<file path="src/rtl/spi_master_ctrl.sv">
// spi_master_ctrl
// ---------------
// 4-wire SPI master (CPOL=0, MSB first) that runs one frame per accepted
// write/read command strobe from the register file. The captured read
// word is returned right-justified on spi_rdata.
//
// Optional build macro: SPI_MISO_SYNC_EN
//   defined   - spi_miso passes through a two-flop synchronizer, and each
//               capture is taken two clk cycles after the sampling SCLK
//               edge (needs CLK_DIV >= 3).
//   undefined - spi_miso is registered on the clk edge that produces the
//               sampling SCLK edge.
//
// Ports
//   clk, rst          system clock, asynchronous active-high reset
//   spi_wr_en/rd_en   single-cycle command strobes (ignored while busy)
//   spi_wdata         transmit word, right-justified
//   spi_rw_len        frame length minus one (1..32 bits)
//   spi_d_rise_align  0: launch on SCLK fall, sample on rise; 1: opposite
//   spi_rdata         captured read word, right-justified
//   spi_busy          command accept through end of inter-frame gap
//   spi_done          one-cycle pulse at end of frame
//   spi_csb/sclk/mosi SPI bus outputs, all registered
//   spi_miso          SPI serial input
module spi_master_ctrl #(
    parameter int CLK_DIV = 4
) (
    input  logic        clk,
    input  logic        rst,
    input  logic        spi_wr_en,
    input  logic        spi_rd_en,
    input  logic [31:0] spi_wdata,
    input  logic [4:0]  spi_rw_len,
    input  logic        spi_d_rise_align,
    output logic [31:0] spi_rdata,
    output logic        spi_busy,
    output logic        spi_done,
    output logic        spi_csb,
    output logic        spi_sclk,
    output logic        spi_mosi,
    input  logic        spi_miso
);

    typedef enum logic [2:0] {IDLE, SETUP, SHIFT, HOLD, GAP} state_t;

    localparam logic [7:0] DIV_LAST = 8'(CLK_DIV - 1);

    state_t      state_q, state_d;
    logic [7:0]  cnt_q, cnt_d;
    logic [4:0]  bit_q, bit_d;
    logic        phase_hi_q, phase_hi_d;
    logic [4:0]  len_q, len_d;
    logic        align_q, align_d;
    logic        wr_q, wr_d;
    logic        rd_q, rd_d;
    logic [31:0] tx_q, tx_d;
    logic [31:0] rx_q, rx_d;
    logic [31:0] rdata_q, rdata_d;
    logic        busy_q, busy_d;
    logic        done_q, done_d;
    logic        csb_q, csb_d;
    logic        sclk_q, sclk_d;
    logic        mosi_q, mosi_d;

    logic        sample_now;
    logic        cap_en;
    logic        cap_bit;
    logic        mosi_valid;
    logic [4:0]  mosi_idx;

    // Outputs are computed from the current state and registered, so the
    // bus lags the state register by one clk. sample_now marks the clk
    // edge that will produce the sampling SCLK edge. The last falling edge
    // of a frame happens on entry to HOLD, which acts as pulse N's low phase.
    always_comb begin
        sample_now = 1'b0;
        if (state_q == SHIFT && cnt_q == 8'd0) begin
            sample_now = align_q ? !phase_hi_q : phase_hi_q;
        end
        if (state_q == HOLD && cnt_q == 8'd0 && align_q) begin
            sample_now = 1'b1;
        end
    end

`ifdef SPI_MISO_SYNC_EN
    logic [1:0] miso_sync_q, miso_sync_d;
    logic [1:0] cap_pipe_q, cap_pipe_d;

    // The capture strobe is delayed by the synchronizer depth so it lines
    // up with the MISO value present at the sampling SCLK edge.
    always_comb begin
        miso_sync_d = {miso_sync_q[0], spi_miso};
        cap_pipe_d  = {cap_pipe_q[0], sample_now};
    end

    always_ff @(posedge clk or posedge rst) begin
        if (rst) begin
            miso_sync_q <= 2'b00;
            cap_pipe_q  <= 2'b00;
        end else begin
            miso_sync_q <= miso_sync_d;
            cap_pipe_q  <= cap_pipe_d;
        end
    end

    assign cap_en  = cap_pipe_q[1];
    assign cap_bit = miso_sync_q[1];
`else
    assign cap_en  = sample_now;
    assign cap_bit = spi_miso;
`endif

    // Next-state logic. The transmit word is stored left-justified so the
    // bit on the wire is always tx_q[31 - bit index].
    always_comb begin
        state_d    = state_q;
        cnt_d      = cnt_q;
        bit_d      = bit_q;
        phase_hi_d = phase_hi_q;
        len_d      = len_q;
        align_d    = align_q;
        wr_d       = wr_q;
        rd_d       = rd_q;
        tx_d       = tx_q;
        rx_d       = rx_q;
        rdata_d    = rdata_q;

        if (cap_en) begin
            rx_d = {rx_q[30:0], cap_bit};
        end

        unique case (state_q)
            IDLE: begin
                if (!busy_q && (spi_wr_en || spi_rd_en)) begin
                    len_d   = spi_rw_len;
                    align_d = spi_d_rise_align;
                    wr_d    = spi_wr_en;
                    rd_d    = spi_rd_en;
                    tx_d    = spi_wdata << (5'd31 - spi_rw_len);
                    rx_d    = 32'd0;
                    cnt_d   = 8'd0;
                    state_d = SETUP;
                end
            end
            SETUP: begin
                if (cnt_q == DIV_LAST) begin
                    cnt_d      = 8'd0;
                    bit_d      = 5'd0;
                    phase_hi_d = 1'b1;
                    state_d    = SHIFT;
                end else begin
                    cnt_d = cnt_q + 8'd1;
                end
            end
            SHIFT: begin
                if (cnt_q == DIV_LAST) begin
                    cnt_d = 8'd0;
                    if (phase_hi_q) begin
                        if (bit_q == len_q) begin
                            state_d = HOLD;
                        end else begin
                            phase_hi_d = 1'b0;
                        end
                    end else begin
                        phase_hi_d = 1'b1;
                        bit_d      = bit_q + 5'd1;
                    end
                end else begin
                    cnt_d = cnt_q + 8'd1;
                end
            end
            HOLD: begin
                if (cnt_q == DIV_LAST) begin
                    cnt_d   = 8'd0;
                    state_d = GAP;
                end else begin
                    cnt_d = cnt_q + 8'd1;
                end
            end
            GAP: begin
                if (cnt_q == 8'd0 && rd_q) begin
                    rdata_d = rx_q;
                end
                if (cnt_q == DIV_LAST) begin
                    cnt_d   = 8'd0;
                    state_d = IDLE;
                end else begin
                    cnt_d = cnt_q + 8'd1;
                end
            end
            default: begin
                state_d = IDLE;
            end
        endcase
    end

    // Bus outputs. With align=0 the next bit is launched on the falling
    // edge, so the low phase already carries bit+1; with align=1 MOSI is
    // idle in SETUP and the last bit is held through HOLD for the slave's
    // falling-edge sample.
    always_comb begin
        busy_d     = (state_q != IDLE);
        csb_d      = !(state_q == SETUP || state_q == SHIFT || state_q == HOLD);
        sclk_d     = (state_q == SHIFT) && phase_hi_q;
        done_d     = (state_q == GAP) && (cnt_q == 8'd0);
        mosi_valid = 1'b0;
        mosi_idx   = bit_q;
        unique case (state_q)
            SETUP: begin
                mosi_valid = !align_q;
                mosi_idx   = 5'd0;
            end
            SHIFT: begin
                mosi_valid = 1'b1;
                if (!phase_hi_q && !align_q) begin
                    mosi_idx = bit_q + 5'd1;
                end
            end
            HOLD: begin
                mosi_valid = align_q;
                mosi_idx   = len_q;
            end
            default: begin
                mosi_valid = 1'b0;
            end
        endcase
        mosi_d = wr_q && mosi_valid && tx_q[5'd31 - mosi_idx];
    end

    always_ff @(posedge clk or posedge rst) begin
        if (rst) begin
            state_q    <= IDLE;
            cnt_q      <= 8'd0;
            bit_q      <= 5'd0;
            phase_hi_q <= 1'b0;
            len_q      <= 5'd0;
            align_q    <= 1'b0;
            wr_q       <= 1'b0;
            rd_q       <= 1'b0;
            tx_q       <= 32'd0;
            rx_q       <= 32'd0;
            rdata_q    <= 32'd0;
            busy_q     <= 1'b0;
            done_q     <= 1'b0;
            csb_q      <= 1'b1;
            sclk_q     <= 1'b0;
            mosi_q     <= 1'b0;
        end else begin
            state_q    <= state_d;
            cnt_q      <= cnt_d;
            bit_q      <= bit_d;
            phase_hi_q <= phase_hi_d;
            len_q      <= len_d;
            align_q    <= align_d;
            wr_q       <= wr_d;
            rd_q       <= rd_d;
            tx_q       <= tx_d;
            rx_q       <= rx_d;
            rdata_q    <= rdata_d;
            busy_q     <= busy_d;
            done_q     <= done_d;
            csb_q      <= csb_d;
            sclk_q     <= sclk_d;
            mosi_q     <= mosi_d;
        end
    end

    assign spi_rdata = rdata_q;
    assign spi_busy  = busy_q;
    assign spi_done  = done_q;
    assign spi_csb   = csb_q;
    assign spi_sclk  = sclk_q;
    assign spi_mosi  = mosi_q;

endmodule

</file>
<file path="config.mk">
export PLATFORM = sky130hd
export DESIGN_NAME = spi_master_ctrl
export DESIGN_NICKNAME = d
export VERILOG_FILES = /design/src/rtl/spi_master_ctrl.sv
export SDC_FILE = /design/constraint.sdc
export NUM_CORES = 1
export LEC_CHECK = 0
export CAP_MARGIN = 40
export CORE_MARGIN = 2
export CORE_UTILIZATION = 57
export CTS_CLUSTER_DIAMETER = 150
export DETAILED_ROUTE_END_ITERATION = 8
export GPL_TIMING_DRIVEN = 0
export PLACE_DENSITY = 0.81
export SYNTH_ARGS = -nofsm -noshare
export SYNTH_HDL_FRONTEND = slang
export SYNTH_SLANG_ARGS = --single-unit
export TNS_END_PERCENT = 5
</file>
<file path="constraint.sdc">
create_clock -name clk -period 5.71 [get_ports clk]
set_input_delay 1.142 -clock clk [delete_from_list [all_inputs] [get_ports clk]]
set_output_delay 1.142 -clock clk [all_outputs]
set_load 0.1 [all_outputs]
</file>
==> impl_results.md <==
- Status: finished, final reports clean
- Top cell type's share of synthesized area: 0.446
- Die width: 115 um
- Io pins: 80
- Ys flop type: dfrtp_1
- Share of cells above drive strength 1: 0.173
- Slew @ Worst Pin: 791 ps
- Initial antenna violation count: 0
- Crit. End Element: register
- PD cells: 379 nW/um^2
- First-pass GRT wire length: 29300 um
- Commonest non-fill, non-tap cell in the layout: dfrtp_1
- Min cycle time layout: 3070 ps
- # Max-Cap Violations: 0
- CTS Hold Buffers Added: 0
- Pre-antenna DRT Iters: 7
- Post-layout net count: 837
- Xor/xnor cell area share of the yosys netlist: 0.0112
- CP cell instances: inv_1, ha_1, a21oi_1, o21a_1, a21oi_1, clkbuf_1, mux4_2, mux4_2, o32a_1
- GRT overflow: 0
- Final hold vios: 0
- Post-Synth Adder-Cell Area: 0.00714
- Die Ht: 115 um
- HPWL Detailed: 13000 um
- Setup CP Type: reg -> reg
- Cells after synthesis: 656
- Total Wirelength: 17900 um
- Vias per cell: 6.11
- # DRC: 0
- Area added between synthesis and finish: 30.5%
- Largest family of logic cells by synthesized area: multiplexers
- Crit-path max cell delay: 490 ps
- WL/cell: 18.9 um
- Worst VDD drop: 0.000277 V
- Critical Path AT: 3370 ps
- Synth Area in Compound Gates: 0.102
- Placer Congestion: 0.902
- Site row count: 40
- Setup TNS: 0 ps
- Setup Viol. Count Final: 0
- Slowest-stage cell, CP: mux4_2
- CP Buf/Inv Count: 2
- Reg power frac: 0.345
- Most frequent cells in the layout: dfrtp_1 (125), nand2_1 (79), clkdlybuf4s50_1 (76)
- CTS Sinks: 126
- IO buf count: 76
- Min-delay worst type: reg -> reg
- Post-synthesis mux area share: 0.271
- Clock Skew: 10.4 ps
- F_max: 325 MHz
- CTS buffer count: 17
- Vias in the first global route: 5861
- Pin count of the biggest net entering global routing: 97
- Worst r2r path cells: 9
- Total GRT Usage: 0.290
- FFs w/ async S/R, synth: 1.00
- Pins Over Slew Limit: 0
- CTS tree: built
- CTS root buf: clkbuf_16
- Critical path launch point: phase_hi_q
- Synth area leader: dfrtp_1
- Worst setup path endpoint: spi_mosi
- Psw: 1.26 mW
- Required time of the critical path: 6000 ps
- Synth top area cells: dfrtp_1 (45%), mux4_2 (11%), mux2i_1 (9.6%), mux2_1 (4.8%), nand2_1 (4.2%)
- Critical path's top delay family: multiplexers
- Final period utilization: 0.538
- Post-Synth Simple-Gate Area: 0.128
- EDFF count, synth: 0
- Post-CTS Setup Inserts: 0
- Critical path depth in cells: 9
- R2R Path End: spi_mosi
- Reg2Reg Setup Slack: 2640 ps
- Post-synthesis sequential area ratio: 0.450
- CP Launch Type: register
- Post-CTS sizing: 0
- Worst rel slew slack: 0.469
- Clock share of power: 0.300
- FF-to-FF Start: phase_hi_q
- Combinational share of power: 0.355
- Internal: 2.21 mW
- Syn nets: 703
- Detail Route Antenna Nets: 0
- Switching Share: 0.363
- Clock transition at the registers of the reported paths: 60 ps
- Core area: 12000 sq um
- Antenna cells: 0
- Starting density of the core: 0.584
- Mapped cell area: 7010 sq um
- Via count: 5806
- Hold Slack: 484 ps
- Clk_lat worst skew: 420 ps
- Die area: 13200 sq um
- Crit path max fanout: 10
- CTS Buffer Depth: 2
- Static Leak: 4.07 nW
- Number of distinct library cells after synthesis: 53
- Synthesis-stage register bit count: 126
- Yosys warns: 0
- H-tree depth: 4
- Mean Syn Cell Area: 10.7 sq um
- RSZ-0062 raised after global routing: no
- Initial DRC count: 466
[flip-flops by register name (all words and copies together), names as in the netlist]
signal      cells
phase_hi_q      1
rx_q           32
bit_q           5
rd_q            1
tx_q           32
spi_rdata      32
spi_done        1
cnt_q           8
spi_sclk        1
spi_csb         1
len_q           5
spi_busy        1
wr_q            1
spi_mosi        1
state_q         3
align_q         1
[metrics by stage]
stage               cell area, sq um  std cells  utilization  total power, mW  worst slack [ps]
global route                    9150        950        0.762             3.64              2530
detailed placement              8570        918        0.714             2.40              2330
global placement                7960        879        0.662             2.29              -201
finish                          9150        950        0.762             3.46              2640
CTS                             9150        950        0.762             3.46              2660
floorplan                       7010        656            -             2.04              1210
[final cells by class]
type | count | area [sq um]
Tap cell | 147 | 184
Fill cell | 730 | 2860
Clock inverter | 14 | 145
Multi-Input combinational cell | 478 | 3640
Inverter | 8 | 35.0
Timing Repair Buffer | 115 | 1370
Clock buffer | 18 | 429
Sequential cell | 126 | 3150
Buffer | 44 | 189
[cells in the mapped netlist (4+ instances only)]
| cell type | instances |
|---|---|
| a22oi_1 | 4 |
| o21ai_0 | 35 |
| and3_1 | 6 |
| ha_1 | 4 |
| a221oi_1 | 6 |
| mux4_2 | 33 |
| nor2_1 | 75 |
| nand3_1 | 10 |
| o21ai_1 | 20 |
| xnor2_1 | 6 |
| dfrtp_1 | 125 |
| clkbuf_1 | 25 |
| a21oi_1 | 22 |
| a22o_1 | 7 |
| inv_1 | 8 |
| a31oi_1 | 5 |
| mux2i_1 | 67 |
| buf_2 | 10 |
| nand2_1 | 79 |
| and2_1 | 4 |
| mux2_2 | 13 |
| buf_1 | 6 |
| o31ai_1 | 4 |
| mux2_1 | 30 |
| nor3_1 | 7 |
[worst min-delay path by stage]
| stage | start | endpoint | slack [ps] | cells past startpoint |
|---|---|---|---|---|
| global placement | rd_q | rd_q | 460 | 2 |
| detailed placement | tx_q[28] | tx_q[28] | 470 | 2 |
| global route | spi_rdata[18] | spi_rdata[18] | 510 | 1 |
| CTS | tx_q[28] | tx_q[28] | 480 | 2 |
| finish | tx_q[10] | tx_q[10] | 480 | 2 |
| floorplan | tx_q[14] | tx_q[14] | 440 | 2 |
[metal layers]
layer,part of all wire,track usage,up-vias,wire [um]
met5,0,0,-,0
met4,0.030,0.127,0,538
met3,0.052,0.0559,44,936
met2,0.53,0.516,234,9500
met1,0.39,0.342,2867,6970
li1,-,-,2661,-
[power groups by stage]
stage	Combinational, mW	Sequential [mW]	Clock [mW]
floorplan	0.780	1.26	0
global placement	1.10	1.19	0
detailed placement	1.20	1.20	0
CTS	1.22	1.19	1.04
global route	1.34	1.21	1.09
finish	1.23	1.20	1.04
[tightest hold or removal path: cells and delay by family, from the launching register on]
| kind | cells | cell delay [ps] |
|---|---|---|
| DFF | 1 | 340 |
| AOI/OAI and AO/OA | 1 | 60 |
| and+or+nand+nor | 1 | 50 |
[kinds of logic after synthesis]
group,count (synthesis)
mux,143
xor+xnor,9
compound gates,118
flops,126
simple gates,204
fa+ha+maj,4
buf+inv,52
No activity file was read; power rests on OpenSTA's default activity.
